File: src/rtl/simd_thread_sequencer.sv
`default_nettype none
// ============================================================================
// Module : simd_thread_sequencer
// Issues one active thread per cycle (lowest index first) to the thread
// register file and tracks each one through the execute pipe to writeback.
// Rev    : 1.0
// ============================================================================
module simd_thread_sequencer #(
    parameter int NUM_THREADS = 16,
    parameter int PIPE_DEPTH  = 3
) (
    input  logic                   clk,
    input  logic                   rst_n,
    input  logic                   start,
    input  logic [NUM_THREADS-1:0] thread_mask,
    input  logic                   stall,
    output logic [4:0]             thread_read,
    output logic                   issue_valid,
    output logic [4:0]             thread_write,
    output logic                   wb_valid,
    output logic [31:0]            tidx,
    output logic                   busy,
    output logic                   done
);

    localparam logic [NUM_THREADS-1:0] MASK_ONE = NUM_THREADS'(1);

    typedef enum logic [1:0] {
        S_IDLE  = 2'd0,
        S_ISSUE = 2'd1,
        S_DRAIN = 2'd2
    } state_t;

    state_t                 state_q, state_d;
    logic [NUM_THREADS-1:0] pending_q, pending_d;
    logic [PIPE_DEPTH-1:0]  pipe_vld_q, pipe_vld_d;
    logic [4:0]             pipe_id_q [PIPE_DEPTH];
    logic [4:0]             pipe_id_d [PIPE_DEPTH];
    logic                   done_q, done_d;
    logic [4:0]             lowest_id;
    logic [NUM_THREADS-1:0] pending_clr;

    // Descending scan so the lowest set bit is the last one written.
    always_comb begin
        lowest_id = 5'd0;
        for (int i = NUM_THREADS - 1; i >= 0; i--) begin
            if (pending_q[i]) begin
                lowest_id = 5'(i);
            end
        end
    end

    assign pending_clr = pending_q & (pending_q - MASK_ONE);

    always_comb begin
        state_d     = state_q;
        pending_d   = pending_q;
        pipe_vld_d  = pipe_vld_q;
        pipe_id_d   = pipe_id_q;
        done_d      = 1'b0;
        issue_valid = (state_q == S_ISSUE) && !stall;
        thread_read = issue_valid ? lowest_id : 5'd0;

        if (!stall) begin
            pipe_vld_d = (pipe_vld_q << 1) | PIPE_DEPTH'(issue_valid);
            for (int i = PIPE_DEPTH - 1; i > 0; i--) begin
                pipe_id_d[i] = pipe_id_q[i-1];
            end
            pipe_id_d[0] = thread_read;
        end

        case (state_q)
            S_IDLE: begin
                if (start) begin
                    if (|thread_mask) begin
                        pending_d = thread_mask;
                        state_d   = S_ISSUE;
                    end else begin
                        done_d = 1'b1;
                    end
                end
            end
            S_ISSUE: begin
                if (issue_valid) begin
                    pending_d = pending_clr;
                    if (pending_clr == '0) begin
                        state_d = S_DRAIN;
                    end
                end
            end
            S_DRAIN: begin
                // Leave one cycle early so done and the IDLE return coincide.
                if (pipe_vld_d == '0) begin
                    state_d = S_IDLE;
                    done_d  = 1'b1;
                end
            end
            default: state_d = S_IDLE;
        endcase
    end

    always_ff @(posedge clk or negedge rst_n) begin
        if (!rst_n) begin
            state_q    <= S_IDLE;
            pending_q  <= '0;
            pipe_vld_q <= '0;
            pipe_id_q  <= '{default: 5'd0};
            done_q     <= 1'b0;
        end else begin
            state_q    <= state_d;
            pending_q  <= pending_d;
            pipe_vld_q <= pipe_vld_d;
            pipe_id_q  <= pipe_id_d;
            done_q     <= done_d;
        end
    end

    assign wb_valid     = pipe_vld_q[PIPE_DEPTH-1];
    assign thread_write = wb_valid ? pipe_id_q[PIPE_DEPTH-1] : 5'd0;
    assign tidx         = {27'd0, thread_read};
    assign busy         = (state_q != S_IDLE);
    assign done         = done_q;

endmodule
`default_nettype wire

File: config.mk
export PLATFORM = sky130hd
export DESIGN_NAME = simd_thread_sequencer
export DESIGN_NICKNAME = d
export VERILOG_FILES = /design/src/rtl/simd_thread_sequencer.sv
export SDC_FILE = /design/constraint.sdc
export NUM_CORES = 1
export LEC_CHECK = 0
export ABC_AREA = 0
export CAP_MARGIN = 25
export CORE_MARGIN = 2
export CORE_UTILIZATION = 50
export DETAILED_ROUTE_END_ITERATION = 6
export PLACE_DENSITY = 0.89
export SYNTH_ARGS = -nofsm -noshare
export SYNTH_HDL_FRONTEND = slang
export SYNTH_SLANG_ARGS = --single-unit
File: constraint.sdc
create_clock -name clk -period 3.3 [get_ports clk]
set_clock_uncertainty 0.15 [all_clocks]
set_input_delay 0.33 -clock clk [delete_from_list [all_inputs] [get_ports clk]]
set_output_delay 0.33 -clock clk [all_outputs]
set_load 0.01 [all_outputs]
==> results of run 1 <==
## routing by layer
| layer | track usage [%] | up-vias |
|---|---|---|
| met2 | 29.7 | 61 |
| li1 | - | 781 |
| met5 | 0 | - |
| met4 | 10.0 | 0 |
| met3 | 5.23 | 9 |
| met1 | 26.1 | 803 |
## logic make-up after synthesis
| logic type | share of synthesized area (%) |
|---|---|
| adder cells (fa/ha/maj) | 0.942 |
| AND/OR/NAND/NOR | 17.1 |
| AO/OA/AOI/OAI | 21.3 |
| buffers and inverters | 15.2 |
| multiplexers | 5.30 |
| flip-flops | 40.0 |
| other | 0.177 |
## cell usage in the layout (no fill, tap or decap), types with 2 or more instances in the layout
cell	count
clkdlybuf4s50_1	35
dfrtp_1	34
conb_1	30
o21ai_0	15
a22o_1	15
nor2_1	12
nand2_1	11
mux2_2	10
a21o_1	6
nor3_1	6
a21oi_1	5
inv_1	5
clkbuf_8	5
buf_4	5
nor4_1	4
and2_1	4
nor4_2	3
nand3_1	3
nand2b_1	2
nor4_4	2
and3_1	2
a21boi_0	2
a211o_1	2
nor2_2	2
maj3_1	2
clkinv_2	2
## state kept, by name, summed over array words and instances (netlist names)
| name | cells |
|---|---|
| pending_q | 16 |
| pipe_id_q | 12 |
| pipe_vld_q | 3 |
| state_q | 2 |
| done | 1 |
## cell type report
class	count	area, um^2
multi-input combinational	161	1060
sequential	34	851
inverter	5	18.8
clock buffer	5	68.8
timing repair buffer	40	388
fill	343	1600
tap	50	62.6
clock inverter	2	10.0
## worst max-delay path: cells and delay by family (launching register included)
family,cells,cell delay [ps]
AO/OA/AOI/OAI,1,280
buffers and inverters,1,600
flip-flops,1,480
AND/OR/NAND/NOR,3,910
## power by group through the flow
| stage | Combinational [mW] | Clock [mW] | Sequential (mW) |
|---|---|---|---|
| after global routing | 1.24 | 0.320 | 0.838 |
| after CTS | 1.13 | 0.300 | 0.804 |
| after detailed placement | 1.12 | 0 | 0.810 |
| final | 1.12 | 0.287 | 0.810 |
| after floorplan | 0.889 | 0 | 0.714 |
| after global placement | 1.10 | 0 | 0.797 |
## metrics by stage
step                      worst slack, ps  hold WS, ps  util, %
after CTS                             216          296     60.6
after floorplan                       789         -116        -
after global routing                 74.9          342     60.6
final                                 259          290     60.6
after global placement                587          309     58.6
after detailed placement              540          319     58.6
## path summary, 6_finish.rpt
check	start	to	slack [ps]	depth (start not counted)
max	pending_q[2]$_DFFE_PN0P_	thread_read[3]	260	5
min	rst_n	pending_q[8]$_DFFE_PN0P_	290	2
max reg2reg	state_q[0]$_DFFE_PN0P_	pending_q[13]$_DFFE_PN0P_	800	6
min reg2reg	pipe_id_q[13]$_DFFE_PN0N_	pipe_id_q[13]$_DFFE_PN0N_	330	1
max in group asynchronous	rst_n	pending_q[13]$_DFFE_PN0P_	2400	2
min in group clk	pipe_id_q[13]$_DFFE_PN0N_	pipe_id_q[13]$_DFFE_PN0N_	330	1
==> impl_metrics.py, run 1 <==
metrics = {
    "outcome": {
        "status": "complete, no violations",
    },
    "sta": {
        "relSlewSlack_pct": 57.1,
        "clock.fmax_mhz": 329,
        "setup_viol": 0,
        "hold_viol": 0,
        "finalSetupTns_ps": 0,
        "slew_violations": 0,
        "rsz0062_at_grt": "false",
        "fin_crit_ps": 3040,
        "tightest_slew_ps": 643,
        "post-route-period-util_pct": 92.1,
    },
    "pwr": {
        "internal_power_mw": 1.30,
        "combPwrFrac_pct": 50.5,
        "peakVddDrop_v": 0.000314,
        "total_power_mw": 2.22,
        "power_frac_seq_pct": 36.6,
        "powerDensity_nw_per_um2": 901,
        "switching_share_pct": 41.3,
        "p_leak_nw": 1.09,
        "clock_power_share_pct": 12.9,
        "switchingPower_mw": 0.915,
    },
    "flow_run": {
        "drv_cap": 0,
    },
    "critical_path": {
        "crit_chain": "or4_4, nor3_1, nand3_1, a31oi_1, clkdlybuf4s50_1",
        "worst_path_max_delay_cell": "clkdlybuf4s50_1",
        "arrival_ps": 2560,
        "endpoint_kind": "output port",
        "critical_path_class": "reg -> out",
        "crit_path_max_fanout": 8,
        "startpoint_type": "flip-flop",
        "worst_ep_required_time_ps": 2820,
        "max_stage_delay_ps": 600,
    },
    "place": {
        "dpl_cell_area_um2": 2380,
        "io_buffers": 35,
        "place_hpwl_mm": 3.28,
        "gp_congestion": 0.889,
        "placedCellCount": 290,
    },
    "logic_synthesis": {
        "netlist.top_cell.by_area": "dfrtp_1",
        "synth_area_um2": 2120,
        "netlist_instances": 215,
        "ys_top_cells_by_count": "34 x buf_4, 34 x dfrtp_1, 15 x a22o_1, 15 x o21ai_0, 12 x nor2_1",
        "synth_seq_cells": 34,
        "ys_seq_area_share_pct": 40.0,
        "synthTopCellsByArea": "dfrtp_1 40%, buf_4 12%, a22o_1 6.2%, mux2_2 5.3%, o21ai_0 3.5%",
        "async_reset_ff_share_pct": 100,
        "synth_top_area_share_pct": 40.0,
        "yosysUniqueCellTypes": 49,
        "ys.warnings.count": 0,
        "synth_flop_cell": "dfrtp_1",
        "synth_enable_flop_cells": 0,
        "avgSynthCellArea_um2": 9.88,
    },
    "clock_network": {
        "cts-root-buf": "clkbuf_8",
        "cts_tree": "built",
        "cts_setup_buffers": 0,
        "cts_buffer_depth": 2,
        "cts_resized": 0,
        "cts_num_sinks": 34,
        "clk_latency_ps": 290,
        "numCtsBuffers": 5,
        "htreeDepth": 2,
        "path_clk_slew_ps": 70,
        "cts_hold_buf": 0,
    },
    "floorplanning": {
        "die_width_um": 69.2,
        "dieArea_um2": 4790,
        "io_pins": 66,
        "rows": 23,
        "core_area_um2": 4060,
        "start_util_pct": 52.4,
        "die_h_um": 69.2,
    },
    "global_routing": {
        "grt_start_max_net_pins": 35,
        "track_usage_pct": 19.7,
        "first_global_vias": 1587,
        "grt-ovfl-total": 0,
        "antenna_found_initial": 0,
        "grt_first_pass_wirelength_mm": 7.49,
    },
    "route": {
        "detail_route.vias_per_cell": 5.57,
        "drt_iter0_markers": 175,
        "vias": 1654,
        "first_pass_iters": 4,
        "drt-wirelength-per-cell_um": 15.0,
        "drc": 0,
        "wl_met3_um": 240,
        "wirelength_mm": 4.46,
        "postRouteAntennaNets": 0,
        "dr.max_layer_used": "met4",
        "wl_met1_mm": 2.02,
        "dr_wl_met2_mm": 2.10,
    },
    "cells_and_area": {
        "postLayoutCellArea_um2": 2460,
        "fin_nets": 267,
        "diodes": 0,
        "instances_no_fill": 297,
        "drive_gt1_share_pct": 13.8,
        "area_delta_synth_final_pct": 15.7,
    },
    "hold_path": {
        "hold_class": "in -> async",
    },
}
Power figures use the tool's default switching activity.
==> run 2: changes to the inputs <==
--- a/config.mk
+++ b/config.mk
@@ -7,10 +7,11 @@
 export LEC_CHECK = 0
 export ABC_AREA = 0
 export CAP_MARGIN = 25
+export CORE_ASPECT_RATIO = 1.75
 export CORE_MARGIN = 2
 export CORE_UTILIZATION = 50
 export DETAILED_ROUTE_END_ITERATION = 6
-export PLACE_DENSITY = 0.89
+export PLACE_DENSITY = 0.92
 export SYNTH_ARGS = -nofsm -noshare
 export SYNTH_HDL_FRONTEND = slang
 export SYNTH_SLANG_ARGS = --single-unit
==> impl_metrics.py, run 2 (synthesized netlist as in run 1, its figures left out) <==
metrics = {
    "outcome": {
        "status": "complete, no violations",
    },
    "floorplanning": {
        "dieArea_um2": 4810,
        "io_pins": 66,
        "die_h_um": 90.2,
        "core_area_um2": 4110,
        "die_width_um": 53.3,
        "rows": 31,
        "start_util_pct": 51.7,
    },
    "cells_and_area": {
        "mostFrequentLayoutCells": "35 x clkdlybuf4s50_1, 34 x dfrtp_1, 30 x conb_1, 15 x o21ai_0, 15 x a22o_1",
        "multi_input_area_um2": 1060,
        "final_common_cell": "clkdlybuf4s50_1",
        "fill_cells": 353,
        "area_delta_synth_final_pct": 18.8,
        "largest_reg_flops": 16,
        "top_register": "pending_q",
        "seq_area_um2": 851,
        "fin_nets": 268,
        "instances_no_fill": 298,
        "diodes": 0,
        "drive_gt1_share_pct": 14.5,
        "top_regs": "pending_q (16), pipe_id_q (12), pipe_vld_q (3)",
    },
    "sta": {
        "setup_viol": 0,
        "post-route-period-util_pct": 94.7,
        "slew_violations": 0,
        "hold_viol": 0,
        "fin_ws_ps": 176,
        "relSlewSlack_pct": 56.5,
        "clock.fmax_mhz": 320,
        "fin_crit_ps": 3120,
        "finalSetupTns_ps": 0,
        "rsz0062_at_grt": "false",
        "tightest_slew_ps": 651,
    },
    "place": {
        "dp_slack_ps": 529,
        "place_hpwl_mm": 3.56,
        "io_buffers": 35,
        "placedCellCount": 290,
        "gp_congestion": 0.901,
    },
    "route": {
        "vias": 1718,
        "postRouteAntennaNets": 0,
        "drt_iter0_markers": 74,
        "wirelength_mm": 4.74,
        "drt-wirelength-per-cell_um": 15.9,
        "detail_route.vias_per_cell": 5.77,
        "first_pass_iters": 4,
        "drc": 0,
    },
    "clock_network": {
        "clk_latency_ps": 300,
        "cts_num_sinks": 34,
        "cts_hold_buf": 0,
        "path_clk_slew_ps": 80,
        "htreeDepth": 2,
        "cts-root-buf": "clkbuf_8",
        "cts_buffer_depth": 2,
        "cts_resized": 0,
        "cts_setup_buffers": 0,
        "cts_tree": "built",
        "numCtsBuffers": 5,
    },
    "global_routing": {
        "grt_first_pass_wirelength_mm": 7.52,
        "track_usage_pct": 21.3,
        "antenna_found_initial": 0,
        "grt-ovfl-total": 0,
        "grt_start_max_net_pins": 35,
        "first_global_vias": 1556,
    },
    "pwr": {
        "clock_power_share_pct": 19.2,
        "peakVddDrop_v": 0.000535,
        "combPwrFrac_pct": 48.1,
        "internal_power_mw": 1.47,
        "switching_share_pct": 39.4,
        "power_frac_seq_pct": 32.7,
        "switchingPower_mw": 0.956,
        "powerDensity_nw_per_um2": 960,
        "p_leak_nw": 1.12,
    },
    "critical_path": {
        "startpoint_type": "flip-flop",
        "endpoint_kind": "output port",
        "crit_path_max_fanout": 8,
        "critical_path_class": "reg -> out",
        "worst_ep_required_time_ps": 2820,
        "arrival_ps": 2640,
    },
    "hold_path": {
        "hold_class": "in -> async",
    },
    "flow_run": {
        "drv_cap": 0,
    },
}
## run 2: cell count changes in the layout (fill, tap and decap cells not counted)
| cell | before | now |
|---|---|---|
| bufinv_16 | 0 | 2 |
| clkinv_2 | 2 | 0 |
| buf_4 | 5 | 6 |
| clkinv_4 | 0 | 1 |
## run 2: metal layers
metal | share of wire [%] | vias to the layer above | GRT usage (%)
li1 | - | 789 | -
met1 | 38 | 828 | 24.8
met2 | 54 | 86 | 35.3
met3 | 5.2 | 15 | 3.65
met4 | 3.5 | 0 | 11.5
met5 | 0 | - | 0
## run 2: area by class of cell
cell class | count | share of cell area (%)
sequential | 34 | 33.7
multi-input combinational | 161 | 42.0
tap | 49 | 2.43
clock inverter | 3 | 2.73
inverter | 5 | 0.744
timing repair buffer | 41 | 15.7
clock buffer | 5 | 2.73
## run 2: power groups by stage
stage,combinational (mW),clock [mW],sequential (mW)
final,1.17,0.465,0.793
after global routing,1.28,0.489,0.815
after CTS,1.16,0.469,0.787
after detailed placement,1.16,0,0.794
after global placement,1.12,0,0.782
after floorplan,0.889,0,0.714
## run 2: critical path: stages, from the launching register on
cell and delay (ps):
dfrtp_1 490, or4_4 610, nor3_1 230, nand3_1 110
a31oi_1 300, clkdlybuf4s50_1 610
## run 2: metrics by stage
| step | hold slack [ps] | total power, mW | instance area [um^2] | util, % |
|---|---|---|---|---|
| floorplan | -116 | 1.60 | 2230 | - |
| global placement | 308 | 1.90 | 2390 | 58.0 |
| detailed placement | 314 | 1.95 | 2390 | 58.0 |
| CTS | 308 | 2.42 | 2520 | 61.4 |
| global route | 327 | 2.59 | 2520 | 61.4 |
| finish | 295 | 2.42 | 2520 | 61.4 |
## run 2: worst paths after layout
kind	start	endpoint	slack (ps)	cells after the start
setup / recovery	pending_q[2]$_DFFE_PN0P_	thread_read[3]	180	5
hold / removal	rst_n	state_q[0]$_DFFE_PN0P_	300	2
setup reg to reg	state_q[0]$_DFFE_PN0P_	pending_q[13]$_DFFE_PN0P_	980	7
hold reg to reg	pipe_id_q[10]$_DFFE_PN0N_	pipe_id_q[10]$_DFFE_PN0N_	330	1
max in group asynchronous	rst_n	pipe_id_q[0]$_DFFE_PN0N_	2390	2
min in group clk	pipe_id_q[10]$_DFFE_PN0N_	pipe_id_q[10]$_DFFE_PN0N_	330	1
